**src/rtl/dual_lane_pkg.sv**
```systemverilog
// Shared definitions for the two-lane serial link.
// Both ends use lane_pair so they agree on which lane carries the high bit.
package dual_lane_pkg;

    typedef enum logic {
        LANE_IDLE,
        LANE_SHIFT
    } lane_state_t;

    // Returns {data1, data2} for one bit pair under the given order.
    function automatic logic [1:0] lane_pair(
        input logic order,
        input logic hi,
        input logic lo
    );
        return order ? {lo, hi} : {hi, lo};
    endfunction

endpackage

```
**src/rtl/dual_lane_tx.sv**
```systemverilog
// Two-lane serial transmitter: one parallel word out as WORD_W/2 beats,
// LSB pair first, lane order chosen per word at accept.
module dual_lane_tx
    import dual_lane_pkg::*;
#(
    parameter int WORD_W = 8
) (
    input  logic              clk,
    input  logic              reset_n,
    input  logic              in_valid,
    output logic              in_ready,
    input  logic [WORD_W-1:0] in_data,
    input  logic              in_order,
    output logic              data1,
    output logic              data2,
    output logic              line_valid,
    output logic              frame
);

    localparam int NBEAT = WORD_W / 2;
    localparam int BW    = (NBEAT > 1) ? $clog2(NBEAT) : 1;
    localparam logic [BW-1:0] LAST = BW'(NBEAT - 1);

    lane_state_t       state;
    logic [BW-1:0]     beat;
    logic [WORD_W-1:0] shreg;
    logic              order_q;
    logic              last;
    logic              accept;

    assign last     = (beat == LAST);
    assign in_ready = reset_n &&
                      (state == LANE_IDLE || (state == LANE_SHIFT && last));
    assign accept   = in_valid && in_ready;

    // Beat 0 is driven straight from in_data at accept; the shift
    // register only holds the pairs still to come.
    always_ff @(posedge clk or negedge reset_n) begin
        if (!reset_n) begin
            state      <= LANE_IDLE;
            beat       <= '0;
            shreg      <= '0;
            order_q    <= 1'b0;
            data1      <= 1'b0;
            data2      <= 1'b0;
            line_valid <= 1'b0;
            frame      <= 1'b0;
        end else if (accept) begin
            state          <= LANE_SHIFT;
            beat           <= '0;
            shreg          <= in_data >> 2;
            order_q        <= in_order;
            {data1, data2} <= lane_pair(in_order, in_data[1], in_data[0]);
            line_valid     <= 1'b1;
            frame          <= 1'b1;
        end else if (state == LANE_SHIFT && !last) begin
            beat           <= beat + 1'b1;
            shreg          <= shreg >> 2;
            {data1, data2} <= lane_pair(order_q, shreg[1], shreg[0]);
            frame          <= 1'b0;
        end else if (state == LANE_SHIFT) begin
            state      <= LANE_IDLE;
            beat       <= '0;
            shreg      <= '0;
            data1      <= 1'b0;
            data2      <= 1'b0;
            line_valid <= 1'b0;
            frame      <= 1'b0;
        end
    end

endmodule

```
**config.mk**
```make
export PLATFORM = sky130hd
export DESIGN_NAME = dual_lane_tx
export DESIGN_NICKNAME = d
export VERILOG_FILES = /design/src/rtl/dual_lane_pkg.sv /design/src/rtl/dual_lane_tx.sv
export SDC_FILE = /design/constraint.sdc
export NUM_CORES = 1
export LEC_CHECK = 0
export CAP_MARGIN = 20
export CORE_MARGIN = 5
export CORE_UTILIZATION = 38
export CTS_BUF_LIST = sky130_fd_sc_hd__clkbuf_2 sky130_fd_sc_hd__clkbuf_4 sky130_fd_sc_hd__clkbuf_8
export CTS_CLUSTER_DIAMETER = 120
export DETAILED_ROUTE_END_ITERATION = 10
export MAX_ROUTING_LAYER = met4
export PLACE_DENSITY = 0.67
export SLEW_MARGIN = 20
export SYNTH_ARGS = -nofsm -noshare
export SYNTH_HDL_FRONTEND = slang
export SYNTH_SLANG_ARGS = --single-unit
export TNS_END_PERCENT = 1
```
**constraint.sdc**
```tcl
create_clock -name clk -period 1.7 [get_ports clk]
set_clock_uncertainty 0.15 [all_clocks]
set_input_delay 0.34 -clock clk [delete_from_list [all_inputs] [get_ports clk]]
set_output_delay 0.34 -clock clk [all_outputs]
set_load 0.01 [all_outputs]
```
==> impl_table.tex <==
\begin{tabular}{lr}
\hline
Metric & Value \\
\hline
\multicolumn{2}{l}{\textbf{Drt}} \\
\quad Average wire per standard cell & around 14 um \\
\quad Count of vias placed by the detailed router & around 540 \\
\quad Residual DRC & 0 \\
\quad Total wire length after detailed routing & between 1000 and 1500 um \\
\quad Number of nets still failing antenna checks after routing & 0 \\
\quad Number of vias per cell & about 5.2 \\
\quad Initial detailed-routing violation count & 11 \\
\quad Number of search-and-repair iterations in the first detailed-routing pass & 4 \\
\multicolumn{2}{l}{\textbf{Floorplan}} \\
\quad Core Rows & 14 \\
\quad Starting density of the core & 41.3\% \\
\quad Count of boundary I/O pins & 17 \\
\quad Die Y & 51.1 um \\
\quad Die width & a little over 50 um \\
\quad Floorplan Core Area & 1560 um2 \\
\quad Die ar. & around 2600 um2 \\
\multicolumn{2}{l}{\textbf{Synth}} \\
\quad Cell area after technology mapping & between 600 and 700 um2 \\
\quad FF+latch count, synth & 14 \\
\quad Area share of the largest cell type after synthesis & between 50\% and 60\% \\
\quad Most instantiated library cell after synthesis & dfrtp\_1 \\
\quad Asr flop ratio synth & 100\% \\
\quad Number of cells produced by synthesis & between 50 and 60 \\
\quad Area contributors post-synth & dfrtp\_1 54\%, a221o\_1 6.2\%, and2\_1 4.9\% \\
\quad Number of distinct standard cells referenced by the synthesized netlist & 19 \\
\quad Top FF cell, synth & dfrtp\_1 \\
\quad Yosys warns & 0 \\
\quad Leading area contributor after synthesis & dfrtp\_1 \\
\quad Number of flops mapped to enable cells by yosys & 0 \\
\quad Mean cell area of the mapped netlist & $\sim$12 um2 \\
\quad Commonest cells in the netlist & 14 x dfrtp\_1, 6 x nand2\_1, 5 x and2\_1, 5 x o21ai\_0, 4 x a221o\_1 \\
\quad Number of nets in the synthesized netlist & 68 \\
\quad Sequential element share of the synthesized area & 54.5\% \\
\multicolumn{2}{l}{\textbf{Timing}} \\
\quad Unrepaired setup endpoints after global routing & yes \\
\quad Final number of max-transition violations & 0 \\
\quad Final Worst Setup Slack & -0.147 ns \\
\quad Post-layout minimum cycle time & about 1.8 ns \\
\quad Ratio of final minimum period to clock period & 109\% \\
\quad Worst-Margin Slew & between 0.2 and 0.3 ns \\
\quad Total count of hold-check failures in the final report & 0 \\
\quad Final Setup Violations & 1 \\
\quad Max Clk Rate & roughly 540 MHz \\
\quad Worst slew margin relative to its limit & 80.3\% \\
\multicolumn{2}{l}{\textbf{Worst setup path}} \\
\quad Worst path required time & 1.21 ns \\
\quad Maximum fanout along the worst path & 2 \\
\quad Crit path kind & register to output pin \\
\quad Cells along the critical path & ha\_2 -> or2b\_1 -> and2\_4 -> buf\_6 \\
\quad Maximum single-stage delay on the critical path & 0.39 ns \\
\quad Critical Path End Type & output pin \\
\quad Crit start category & register \\
\quad Critical Path Slowest Stage Cell & dfrtp\_1 \\
\quad Worst path arrival time & approximately 1.4 ns \\
\multicolumn{2}{l}{\textbf{Place}} \\
\quad Cell Area, Placed & slightly below 900 um2 \\
\quad DP Wirelength & approximately 1100 um \\
\quad PortBufs & 16 \\
\quad Last weighted congestion value of the routability-driven placer & $\sim$0.77 \\
\multicolumn{2}{l}{\textbf{Global route}} \\
\quad Maximum number of pins on one net before global-route repair & 12 \\
\quad Number of antenna violations at the first check in global routing & 0 \\
\quad Via count of the first global-routing pass & around 550 \\
\quad Overall global routing resource usage & approximately an eighth \\
\quad Global-route wire length before repair & 2430 um \\
\quad Leftover overflow at the end of global routing & 0 \\
\multicolumn{2}{l}{\textbf{Run status}} \\
\quad Violations in the final reports & setup timing \\
\quad Run status & finished, violations left \\
\multicolumn{2}{l}{\textbf{Clock tree}} \\
\quad Level count of the clock H-tree & 1 \\
\quad Clock slew at reported path FFs & 0.08 ns \\
\quad Total clock buffers created by CTS & 3 \\
\quad Total clock sinks & 14 \\
\quad Buffer depth of the longest clock path & 2 \\
\quad Clock latency of the later-clocked register in the worst-skew pair & 0.27 ns \\
\quad Root Buffer Master & clkbuf\_4 \\
\quad CTS tree & done \\
\multicolumn{2}{l}{\textbf{Layout}} \\
\quad Layout cells sized above 1 & approximately 31\% \\
\quad Final core area utilization & a little over three fifths \\
\quad Net total in the final layout & about 100 \\
\quad P\&R area growth vs syn & 51.4\% \\
\quad \# diodes & 0 \\
\quad Design Area, Final & roughly 970 um2 \\
\multicolumn{2}{l}{\textbf{Power}} \\
\quad Power per standard cell area & between 1000 and 1500 nW/um2 \\
\quad Leakage & just under 0.5 nW \\
\quad Worst voltage drop across the vdd grid & around 900 uV \\
\quad Power Total & 1.44 mW \\
\multicolumn{2}{l}{\textbf{Min path}} \\
\quad Class of the most critical hold timing path & primary input to asynchronous set/reset pin \\
\multicolumn{2}{l}{\textbf{Run}} \\
\quad Max-Cap Viols & 0 \\
\hline
\end{tabular}
==> stage by stage <==
stage	TNS, ns	setup WS (ns)	hold slack [ns]	std cells
after floorplan	0	0.181	-0.106	55
after global placement	-1.42	-0.239	0.309	97
after detailed placement	-1.50	-0.245	0.312	97
after CTS	-0.141	-0.141	0.194	102
after global routing	-0.482	-0.215	0.203	104
final	-0.147	-0.147	0.201	104
==> routing by layer <==
| metal | share of wire (%) | GRT usage, % | up-vias |
|---|---|---|---|
| met5 | 0 | - | - |
| met4 | 2.4 | 8.07 | 0 |
| met3 | 4.7 | 3.49 | 5 |
| met2 | 47 | 20.8 | 13 |
| met1 | 45 | 15.3 | 260 |
| li1 | - | - | 265 |
==> registers in the layout (all words and copies together), names as in the netlist <==
name,cells
beat,2
state,1
shreg,6
data1,1
data2,1
order_q,1
line_valid,1
frame,1
==> report_power, final <==
| group | leakage (nW) | switching [mW] | internal (mW) |
|---|---|---|---|
| combinational | 0.300 | 0.285 | 0.439 |
| sequential | 0.180 | 0.0752 | 0.459 |
| clock | 0.0138 | 0.104 | 0.0821 |
| total | 0.493 | 0.464 | 0.979 |
==> critical path, delay by kind of cell, from the launching register on <==
family | cells | cell delay, ns
adders and majority gates | 1 | 0.20
buffers and inverters | 1 | 0.11
DFF | 1 | 0.39
and+or+nand+nor | 2 | 0.40
==> cells in the final DEF, fill, tap and decap left out, types with 2 or more instances in the layout <==
| master | count |
|---|---|
| clkbuf_4 | 3 |
| buf_4 | 13 |
| buf_6 | 3 |
| a32oi_1 | 2 |
| o21ai_0 | 5 |
| mux2i_1 | 2 |
| clkdlybuf4s50_1 | 14 |
| dfrtp_1 | 14 |
| nand2_1 | 6 |
| inv_1 | 3 |
| mux2_2 | 2 |
| a221o_1 | 4 |
| nand3_1 | 2 |
| and2_1 | 4 |
==> worst paths after layout <==
kind | startpoint | end | slack [ns] | depth (start not counted)
worst max-delay path | beat[0]$_DFFE_PN0P_ | in_ready | -0.15 | 4
worst min-delay path | reset_n | shreg[2]$_DFFE_PN0P_ | 0.20 | 2
worst max register to register | beat[0]$_DFFE_PN0P_ | shreg[3]$_DFFE_PN0P_ | 0 | 7
worst min register to register | line_valid$_DFFE_PN0P_ | line_valid$_DFFE_PN0P_ | 0.33 | 2
max in group asynchronous | reset_n | state$_DFFE_PN0P_ | 0.85 | 3
min in group clk | line_valid$_DFFE_PN0P_ | line_valid$_DFFE_PN0P_ | 0.33 | 2
==> kinds of logic (layout without fill, tap and decap cells) <==
family	after synthesis	count (layout)	share of synthesized area [%]
AO/OA/AOI/OAI	14	14	16.1
adder cells (fa/ha/maj)	1	1	1.95
buffers and inverters	4	37	3.50
flip-flops	14	14	54.5
multiplexers	5	5	8.95
AND/OR/NAND/NOR	17	17	15.0
==> cell type report <==
type	count	area (um2)
fillers	132	586
multi-input cells	37	285
repair buffers	31	284
well taps	16	20.0
inverters	3	11.3
flip-flops and latches	14	350
clock buffers	3	22.5
==> timing repair <==
| item | CTS | global route |
|---|---|---|
| hold buffers | 0 | 0 |
| setup endpoints to repair | 1 | 6 |
| gates resized for setup | 5 | 7 |
| gates cloned | 0 | 0 |
| buffers inserted | 2 | 2 |
| pin swaps | 2 | 2 |
No activity file was read; power rests on OpenSTA's default activity.
